===== src/rtl/da_tap_serializer.sv =====
// Bit-serial tap serializer for a distributed-arithmetic FIR engine.
// Holds a TAPS-deep delay line of DATA_W-bit samples. For each new sample it
// presents DATA_W LUT addresses, one per bit slice. Bit k of each address is
// bit bit_idx of tap k. Slices run LSB first, and the sign slice is last.
module da_tap_serializer #(
    parameter int DATA_W = 8,
    parameter int TAPS   = 8
) (
    input  logic                      clk3,
    input  logic                      reset,
    input  logic                      clear,
    input  logic                      in_valid,
    input  logic [DATA_W-1:0]         in_sample,
    output logic                      in_ready,
    output logic [TAPS-1:0]           lut_addr,
    output logic                      addr_valid,
    input  logic                      addr_ready,
    output logic [$clog2(DATA_W)-1:0] bit_idx,
    output logic                      addr_first,
    output logic                      addr_last
);

    localparam int CNT_W = $clog2(DATA_W);
    localparam logic [CNT_W-1:0] CNT_LAST = CNT_W'(DATA_W - 1);

    typedef enum logic {
        IDLE = 1'b0,
        SER  = 1'b1
    } state_t;

    state_t            state_reg;
    logic [CNT_W-1:0]  cnt_reg;
    logic [DATA_W-1:0] tap_reg [TAPS];

    logic in_ser;
    logic at_last;
    logic accept;
    logic advance;

    assign in_ser  = (state_reg == SER);
    assign at_last = (cnt_reg == CNT_LAST);

    // A new sample is taken while idle. It is also taken in the same cycle
    // that the sign slice is consumed, which gives back-to-back operation.
    // A pending flush blocks any accept.
    assign in_ready = !clear && (!in_ser || (at_last && addr_ready));
    assign accept   = in_valid && in_ready;
    assign advance  = in_ser && addr_ready;

    // Sequencer: IDLE/SER control and the bit-slice counter.
    // clear takes priority over accept and advance.
    always_ff @(posedge clk3 or posedge reset) begin
        if (reset) begin
            state_reg <= IDLE;
            cnt_reg   <= '0;
        end else if (clear) begin
            state_reg <= IDLE;
            cnt_reg   <= '0;
        end else if (accept) begin
            state_reg <= SER;
            cnt_reg   <= '0;
        end else if (advance) begin
            if (at_last) begin
                state_reg <= IDLE;
            end else begin
                cnt_reg <= cnt_reg + CNT_W'(1);
            end
        end
    end

    // Delay line: on an accept, shift toward older taps. The samples are
    // stored raw, and the engine applies the sign weighting on addr_last.
    always_ff @(posedge clk3 or posedge reset) begin
        if (reset) begin
            for (int k = 0; k < TAPS; k++) begin
                tap_reg[k] <= '0;
            end
        end else if (clear) begin
            for (int k = 0; k < TAPS; k++) begin
                tap_reg[k] <= '0;
            end
        end else if (accept) begin
            tap_reg[0] <= in_sample;
            for (int k = 1; k < TAPS; k++) begin
                tap_reg[k] <= tap_reg[k-1];
            end
        end
    end

    // Address slice: one bit from each tap at the current bit position,
    // forced to zero while idle.
    genvar gi;
    generate
        for (gi = 0; gi < TAPS; gi++) begin : g_slice
            assign lut_addr[gi] = in_ser & tap_reg[gi][cnt_reg];
        end
    endgenerate

    assign addr_valid = in_ser;
    assign bit_idx    = in_ser ? cnt_reg : '0;
    assign addr_first = in_ser && (cnt_reg == '0);
    assign addr_last  = in_ser && at_last;

endmodule


===== config.mk =====
export PLATFORM = sky130hd
export DESIGN_NAME = da_tap_serializer
export DESIGN_NICKNAME = d
export VERILOG_FILES = /design/src/rtl/da_tap_serializer.sv
export SDC_FILE = /design/constraint.sdc
export NUM_CORES = 1
export LEC_CHECK = 0
export ABC_AREA = 1
export BUFFER_PORTS_ARGS = -buffer_cell sky130_fd_sc_hd__clkbuf_2
export CAP_MARGIN = 10
export CORE_MARGIN = 3
export CORE_UTILIZATION = 25
export DETAILED_ROUTE_END_ITERATION = 7
export PLACE_DENSITY = 0.51
export SLEW_MARGIN = 20
export SYNTH_ARGS = -nofsm -noshare
export SYNTH_HDL_FRONTEND = slang
export SYNTH_SLANG_ARGS = --single-unit

===== constraint.sdc =====
create_clock -name clk3 -period 3.08 [get_ports clk3]
set_input_delay 0.616 -clock clk3 [delete_from_list [all_inputs] [get_ports clk3]]
set_output_delay 0.616 -clock clk3 [all_outputs]
set_load 0.01 [all_outputs]

==> run metrics <==
htree depth 3; Setup Viol. Count Final 0; setup slack at placement roughly 900 ps; Synth Flop Type dfrtp_1; clock latency on the worst-skew pair between 300 and 400 ps; fmax a little under 400 MHz; Initial Util 0.2619; Sequential Power Share 0.431; Final ANT Viol Nets 0; CP required around 2500 ps; die height roughly 130 um; DPL Wire Length about 5400 um; grt total ovfl 0; reg-to-reg slack, setup 940 ps; number of global-route vias before repair between 3,000 and 4,000; clock transition at the registers of the reported paths 50 ps; # Post-CTS Setup Buffers 0; status complete, no violations; CTS tree done; Cell Int Power 1.624 mW; Yosys warnings 0; largest net degree at the start of global routing 69; Clock Path Buffers 2; Post-synth top cells nand2_1 (243), nand3_1 (97), inv_1 (75), dfrtp_1 (68), buf_2 (20); post-synth top area share 0.4575; crit path max fanout 10; Avg Cell Area, Syn 7.005 sq um; Max-Cap Viols 0; Post-CTS Resized 0; max FFs per register 64; CTS sink cnt a little under 70; Leakage around 2.4 nW; NetSw roughly 0.5 mW; Final Cell Area roughly 4200 sq um; Post-synth EDFFs 0; initial drt markers 299; Slew headroom 0.5158; Startpoint Class flip-flop; synthesized flop and latch total around 70; fin worst setup slack around 550 ps; Worst setup EP type primary output; Die W around 130 um; IO Count 28; fin nets 560; library cells used by synthesis 20; DR pass1 iterations 4; worst setup path startpoint addr_valid; WL per Instance ~12 um; Worst Max-Slew Pin Slew slightly above 700 ps; Max Slew Vio Count 0; worst setup path endpoint lut_addr[6]; Cell Area, Placed between 3000 and 4000 sq um; worst min path class input pin to async pin; RSZ-0062 raised after global routing no; power share of the clock group 0.490; count leader, synth nand2_1; Hold Violations, Final 0; Final Cycle Share 0.8227; VDD IR max approximately 0.00023 V; DRC 0; drt total wl about 8700 um; area of the core approximately 14,000 sq um; Post-synth ARST share 1.000; average vias per placed instance approximately 4.4; Synth Cell Area about 3700 sq um; RePlAce Congestion between 0.7 and 0.8; fillers 1,622; Area growth syn-to-layout 13.72%; r2r startpoint cnt_reg[0]; switching portion of total power 0.2378; Die Area 16,380 sq um; combinational power share 0.078; setup TNS 0 ps; CTS buffer count 9; syn_nets between 500 and 600; Port Buffers 27; Crit path arrival time about 1900 ps; Synth area leader dfrtp_1; Final min period ~2500 ps; Post-Syn Instances 531; clock root buffer clkbuf_16; critical path type flip-flop to primary output; first-pass GRT wire length about 15,000 um; Synth area leaders dfrtp_1 (46%), nand2_1 (25%), nand3_1 (13%); Power Dens Cells 503.5 nW/um^2; ratio of cells with drive above 1 in the final layout 0.09472; GR Util All Layers 0.1156; sequential area share after synthesis 0.4575; initial antenna violation count 0; row cnt 43; R2R cell count 8; r2r endpoint tap_reg[50]; clk_skew between 2 and 2.5 ps; Antenna diodes 0; Vias approximately 3,200; # hold bufs at CTS 0
[stage by stage]
| stage | hold WS (ps) | power, mW | utilization | std cells |
|---|---|---|---|---|
| 2_1_floorplan | 441.9 | 1.066 | - | 531 |
| 3_3_place_gp | 460.8 | 1.105 | 0.2769 | 713 |
| 3_5_place_dp | 463.8 | 1.106 | 0.2769 | 713 |
| 4_1_cts | 362.0 | 2.158 | 0.2978 | 729 |
| 5_1_grt | 392.4 | 2.223 | 0.2978 | 729 |
| 6_report | 340.4 | 2.130 | 0.2978 | 729 |
[layout make-up]
class,count,area [sq um],area share
multi-input cells,353,1513,0.3576
well taps,180,225.2,0.05324
flip-flops and latches,68,1702,0.4022
repair buffers,34,200.2,0.04732
inverters,78,292.8,0.06921
clock inverters,1,30.03,0.007098
clock buffers,15,267.8,0.06329
[power by group through the flow]
stage          combinational, mW  clock, mW  sequential, mW
2_1_floorplan              0.137          0           0.929
3_3_place_gp               0.172          0           0.934
3_5_place_dp               0.172          0           0.934
4_1_cts                    0.172       1.07           0.919
5_1_grt                    0.193       1.11           0.920
6_report                   0.167       1.04           0.919
[routing by layer]
metal  wire (um)  GRT usage  share of wire  vias up
met3         396    0.03083          0.046        9
met1        4232     0.1487           0.49     1520
li1            -          -              -     1628
met5           0          0              0        -
met2        3930     0.1910           0.45       57
met4         108    0.03308          0.012        0
[critical path: stages (launching register included)]
cell and delay (ps):
dfrtp_1 550, inv_1 100, nor2_1 570, nand2_1 130, nand2_1 100, clkbuf_2 130
[cells by family after synthesis]
family,Yosys count,share of synthesized area
fa+ha+maj,3,0.01009
simple gates,345,0.3838
buf+inv,110,0.1379
flops,68,0.4574
compound gates,5,0.01076
[worst min path at each step]
stage | start | cells after the start | end | slack (ps)
2_1_floorplan | tap_reg[0] | 2 | tap_reg[0] | 440
3_3_place_gp | tap_reg[3] | 2 | tap_reg[3] | 460
3_5_place_dp | tap_reg[4] | 2 | tap_reg[4] | 460
4_1_cts | reset | 3 | tap_reg[7] | 360
5_1_grt | reset | 3 | tap_reg[6] | 390
6_report | reset | 3 | tap_reg[6] | 340
[cells in the final DEF (no fill, tap or decap)]
cell type and n:
a21oi_4 2, nand4_1 1, inv_1 74, nand2_1 243
buf_12 1, nor2_1 1, bufinv_16 1, clkbuf_16 9
clkbuf_8 2, clkbuf_1 4, inv_2 3, nor2b_1 1
nand3_1 97, clkinv_1 1, ha_1 3, clkbuf_2 27
a21oi_1 1, o21ai_0 2, dfrtp_1 68, nand2_2 1
buf_4 6, nor3b_1 1
Power figures use the tool's default switching activity.
